**src/rtl/imm_gen_pipe.sv**
```systemverilog
// imm_gen_pipe: decodes the RISC-V immediate of an instruction at push time
// and queues it, together with its ImmSrc, in a 2-entry FIFO.
// Optional feature macro: IMM_GEN_ERR_EN adds the 'err' output, which flags
// an illegal ImmSrc for the head entry.
module imm_gen_pipe #(
  parameter int XLEN   = 32,
  parameter int TYPE_W = 3
) (
  input  logic              clk,
  input  logic              rst_n,
  input  logic              flush,
  input  logic              in_valid,
  output logic              in_ready,
  input  logic [TYPE_W-1:0] ImmSrc,
  input  logic [24:0]       data,
  output logic              out_valid,
  input  logic              out_ready,
`ifdef IMM_GEN_ERR_EN
  output logic              err,
`endif
  output logic [XLEN-1:0]   imm,
  output logic [TYPE_W-1:0] imm_type
);

  // data[k] holds instr[k+7]; the field slices below use that offset.
  logic [31:0]     imm32;
  logic [XLEN-1:0] imm_ext;
  logic            push, pop;

  logic [1:0]                   count_q, count_d;
  logic                         wr_ptr_q, wr_ptr_d;
  logic                         rd_ptr_q, rd_ptr_d;
  logic [1:0][XLEN-1:0]         mem_imm_q, mem_imm_d;
  logic [1:0][TYPE_W-1:0]       mem_type_q, mem_type_d;

  // Immediate decode; every format is built as 32 bits, then sign-extended.
  // Z has bit 31 clear, so the sign extension leaves it zero-extended.
  always_comb begin
    imm32 = '0;
    case (ImmSrc)
      TYPE_W'(0): imm32 = {{20{data[24]}}, data[24:13]};
      TYPE_W'(1): imm32 = {{20{data[24]}}, data[24:18], data[4:0]};
      TYPE_W'(2): imm32 = {{12{data[24]}}, data[12:5], data[13], data[23:14], 1'b0};
      TYPE_W'(3): imm32 = {{20{data[24]}}, data[0], data[23:18], data[4:1], 1'b0};
      TYPE_W'(4): imm32 = {data[24:5], 12'b0};
      TYPE_W'(5): imm32 = {27'b0, data[12:8]};
      default:    imm32 = '0;
    endcase
    imm_ext = XLEN'($signed(imm32));
  end

  assign in_ready  = (count_q != 2'd2);
  assign out_valid = (count_q != 2'd0);
  assign push      = in_valid && in_ready;
  assign pop       = out_valid && out_ready;

  // FIFO next state; flush discards everything, including a same-cycle push.
  always_comb begin
    count_d    = count_q;
    wr_ptr_d   = wr_ptr_q;
    rd_ptr_d   = rd_ptr_q;
    mem_imm_d  = mem_imm_q;
    mem_type_d = mem_type_q;
    if (flush) begin
      count_d  = 2'd0;
      wr_ptr_d = 1'b0;
      rd_ptr_d = 1'b0;
    end else begin
      if (push) begin
        mem_imm_d[wr_ptr_q]  = imm_ext;
        mem_type_d[wr_ptr_q] = ImmSrc;
        wr_ptr_d             = ~wr_ptr_q;
      end
      if (pop) rd_ptr_d = ~rd_ptr_q;
      count_d = count_q + 2'(push) - 2'(pop);
    end
  end

  // FIFO state registers; reset also clears storage.
  always_ff @(posedge clk or negedge rst_n) begin
    if (!rst_n) begin
      count_q    <= '0;
      wr_ptr_q   <= 1'b0;
      rd_ptr_q   <= 1'b0;
      mem_imm_q  <= '0;
      mem_type_q <= '0;
    end else begin
      count_q    <= count_d;
      wr_ptr_q   <= wr_ptr_d;
      rd_ptr_q   <= rd_ptr_d;
      mem_imm_q  <= mem_imm_d;
      mem_type_q <= mem_type_d;
    end
  end

  // Head entry presented; forced to zero when empty.
  always_comb begin
    imm      = '0;
    imm_type = '0;
    if (out_valid) begin
      imm      = mem_imm_q[rd_ptr_q];
      imm_type = mem_type_q[rd_ptr_q];
    end
  end

`ifdef IMM_GEN_ERR_EN
  logic [1:0] mem_err_q, mem_err_d;
  logic       push_err;

  assign push_err = (ImmSrc > TYPE_W'(5));

  // Per-entry illegal-type flag, written alongside the immediate.
  always_comb begin
    mem_err_d = mem_err_q;
    if (!flush && push) mem_err_d[wr_ptr_q] = push_err;
  end

  // Error flag storage.
  always_ff @(posedge clk or negedge rst_n) begin
    if (!rst_n) mem_err_q <= '0;
    else        mem_err_q <= mem_err_d;
  end

  // Head entry error flag; zero when empty.
  always_comb begin
    err = 1'b0;
    if (out_valid) err = mem_err_q[rd_ptr_q];
  end
`endif

endmodule

```
**config.mk**
```make
export PLATFORM = sky130hd
export DESIGN_NAME = imm_gen_pipe
export DESIGN_NICKNAME = d
export VERILOG_FILES = /design/src/rtl/imm_gen_pipe.sv
export SDC_FILE = /design/constraint.sdc
export NUM_CORES = 1
export LEC_CHECK = 0
export CAP_MARGIN = 20
export CORE_MARGIN = 2
export CORE_UTILIZATION = 30
export DETAILED_ROUTE_END_ITERATION = 16
export GPL_TIMING_DRIVEN = 0
export HOLD_SLACK_MARGIN = 0.1
export PLACE_DENSITY = 0.6
export REMOVE_ABC_BUFFERS = 1
export SLEW_MARGIN = 25
export SYNTH_ARGS = -nofsm -noshare
export SYNTH_HDL_FRONTEND = slang
export SYNTH_SLANG_ARGS = --single-unit
```
**constraint.sdc**
```tcl
create_clock -name clk -period 1.8 [get_ports clk]
set_input_delay 0.54 -clock clk [delete_from_list [all_inputs] [get_ports clk]]
set_output_delay 0.54 -clock clk [all_outputs]
set_load 0.005 [all_outputs]
```
==> results_dict.tcl <==
set metrics [dict create \
    outcome "complete, but fails checks" \
    violated_checks "setup timing" \
    cts_htree_levels 3 \
    cts_inserted_buffers 9 \
    routed_wl_mm 11.3 \
    final_layout_size_suffix_gt1_share_pct 42.5 \
    leakagePower_nw 2.81 \
    synth_top_family_by_area "multiplexers" \
    syn_area_sq_um 3950 \
    stdcell_count 631 \
    crit_arrival_ns 1.61 \
    fin_crit_ns 2.15 \
    layout.filler_cells 1258 \
    synth_flop_cell "dfrtp_1" \
    p_switching_mw 2.92 \
    per_cell_via_count_in_the_routed_design 4.78 \
    finalHoldViolCount 0 \
    wire_per_inst_um 18.0 \
    cp-start-kind "flop" \
    critical_path.top_delay_family "flip-flops" \
    ir_worst_vdd_mv 0.517 \
    dieArea_sq_um 14100 \
    area.growth.synth_to_final_pct 47.7 \
    finClkSkew_ns 0.00887 \
    ctsRootBufferMaster "clkbuf_16" \
    fmax_ghz 0.466 \
    floorplan_core_area_sq_um 12700 \
    num_io_pins 70 \
    max-slew-margin-rel_pct 61.4 \
    worstSetupEndpointType "output port" \
    mostFrequentLayoutCell "dfrtp_1" \
    fp.dieH_um 119 \
    timing.critical_path.slowest_stage_cell "dfrtp_4" \
    crit_path_cell_trace "buf_12, buf_8, buf_8, mux2i_4, nor2_4, buf_2" \
    num_antenna_cells 0 \
    congestion_overflow_gr 0 \
    compound_gate_fraction_of_synth_area_pct 5.36 \
    synthXorXnorAreaFrac_pct 0.887 \
    via_count 3015 \
    setup-tns-final_ns -8.26 \
    yosys_warnings 0 \
    placementRows 41 \
    grt_pass1_vias 3313 \
    grt_first_pass_wirelength_mm 18.4 \
    place.gp.congestion 0.689 \
    grt_start_max_net_pins 43 \
    timing_worst_setup_path_type "reg -> out" \
    antenna_found_initial 0 \
    simple_gate_area_share_of_the_yosys_netlist_pct 11.3 \
    count_of_buffering_cells_on_the_critical_path_with_inverters_included 4 \
    powerDensity_nw_per_um2 1550 \
    register_bit_total_from_synthesis 74 \
    worstPathRequired_ns 1.26 \
    globalRouteTotalUtil_pct 16.9 \
    insertion_delay_of_the_later_clocked_pin_in_the_worst_skew_pair_ns 0.32 \
    cts.sinks 74 \
    power.switching_fraction_pct 32.3 \
    remaining_antenna_violation_count 0 \
    setup_ws_ns -0.347 \
    period_share_pct 119 \
    post-layout-total-power_mw 9.04 \
    cts.reportedPaths.clkPinSlew_ns 0.06 \
    design.final.nets 489 \
    initial_core_util_pct 31.0 \
    ys_types 33 \
    critical_path_peak_fanout 5 \
    die_width_um 119 \
    muxShareOfSynthArea_pct 29.8 \
    drt-initial-drc-count 124 \
    cell_type_with_the_highest_occurrence_count_on_the_critical_path "buf_8" \
    cts_tree "built" \
    timing_worst_slew_pin_value_ns 0.579 \
    rsz_0062_raised_after_global_routing "true" \
    setup_viol 65 \
    pre_cts_worst_setup_slack_ns -1.13 \
    seq_power_share_pct 31.7 \
    clock_power_share_pct 17.4 \
    final-max-slew-violation-count 0 \
    max_cap_violations 0 \
    share_of_the_yosys_chip_area_belonging_to_registers_pct 46.9 \
    synth-async-reset-ratio_pct 100 \
    drc_errors 0 \
    final_cell_mix "dfrtp_1 (72), mux2i_1 (44), nor2_1 (34)" \
    buffer_ports.inserted 69 \
    holdCritPathClass "in -> async" \
    synth_edf_count 0 \
    cpPeakStageDelay_ns 0.52 \
    synthAdderAreaFrac_pct 0.634 \
    final_design_area_no_fill_sq_um 5830 \
    power.share.combinational_pct 50.9 \
    p_int_mw 6.12 \
    dp.final_hpwl_mm 6.26 \
    area_after_detailed_placement_sq_um 4830 \
    cts-root-to-sink-buffers 2 \
    postSynthAreaPerCell_sq_um 11.7 \
    dpl_cells 560 \
    post_synth_inst_count 337 \
    drt_pass1_iterations 4 \
]
## logic make-up (layout without fill, tap and decap cells)
group,after synthesis,in the layout
multiplexers,110,110
AND/OR/NAND/NOR,75,76
buffers and inverters,43,164
adder cells (fa/ha/maj),2,2
AO/OA/AOI/OAI,29,29
XOR/XNOR,4,4
flip-flops,74,74
## worst reg2reg max path, stage by stage (launching register included)
cell and delay, ns:
dfrtp_1 0.42, buf_6 0.13, nor2b_4 0.13, buf_6 0.12
nor4_4 0.19, buf_6 0.15, buf_8 0.12, buf_12 0.14
mux2_4 0.30
## through the flow
stage	util [%]	hold slack [ns]
6_report	45.8	0.163
2_1_floorplan	-	0.244
3_5_place_dp	38.0	0.474
4_1_cts	44.9	0.170
5_1_grt	45.8	0.181
3_3_place_gp	37.0	0.466
## cell type report
class / count / area (sq um) / area share [%]
clock buffers: 12 / 236 / 4.06
well taps: 172 / 215 / 3.69
inverters: 17 / 66.3 / 1.14
multi-input cells: 221 / 2130 / 36.6
flip-flops and latches: 74 / 1860 / 31.9
clock inverters: 4 / 20.0 / 0.343
repair buffers: 131 / 1300 / 22.4
## repair_timing
action | CTS | global route
setup endpoints to repair | 106 | 82
gates cloned | 4 | 0
buffers inserted | 32 | 22
hold buffers | 0 | 0
pin swaps | 5 | 5
gates resized for setup | 205 | 30
## cell usage after synthesis (2+ instances only)
cell,n,area (sq um)
a211o_1,4,35.0
a211oi_1,4,30.0
a21o_1,11,82.6
buf_2,12,60.1
buf_6,3,33.8
clkbuf_1,9,33.8
dfrtp_1,74,1850
ha_1,2,25.0
inv_1,16,60.1
mux2_1,10,113
mux2_2,50,563
mux2i_1,50,500
nand2_1,5,18.8
nand2b_1,2,12.5
nor2_1,40,150
nor2b_1,8,50.1
nor4bb_1,14,140
o21ai_0,3,15.0
o22ai_1,4,25.0
xor2_1,3,26.3
## routing by layer
| metal | GRT usage (%) | vias to the layer above | routed length (um) |
|---|---|---|---|
| met5 | 0 | - | 0 |
| met2 | 28.6 | 57 | 5780 |
| met4 | 4.61 | 0 | 178 |
| met1 | 21.7 | 1536 | 4920 |
| met3 | 3.86 | 9 | 457 |
| li1 | - | 1413 | - |
## flip-flops by register name (all words and copies together), names as in the netlist
name and cells:
mem_imm_q 64, mem_type_q 6, count_q 2, rd_ptr_q 1
wr_ptr_q 1
## path summary, 6_finish.rpt
kind                            slack [ns]     startpoint       endpoint  depth (start not counted)
worst max-delay path                 -0.35       rd_ptr_q         imm[3]                          6
worst min-delay path                  0.16          rst_n  mem_imm_q[12]                          1
worst max register to register       -0.03     count_q[1]  mem_imm_q[20]                          8
worst min register to register        0.50  mem_imm_q[37]  mem_imm_q[37]                          1
max in group asynchronous             1.05          rst_n  mem_imm_q[37]                          2
min in group clk                      0.50  mem_imm_q[37]  mem_imm_q[37]                          1
## power groups by stage
stage	clock network [mW]	registers, mW	logic (mW)
after global placement	0	2.90	2.59
after detailed placement	0	2.98	2.94
after global routing	1.72	2.97	4.94
final	1.58	2.86	4.60
after floorplan	0	2.79	1.64
after CTS	1.61	2.85	4.30
Power figures use the tool's default switching activity.
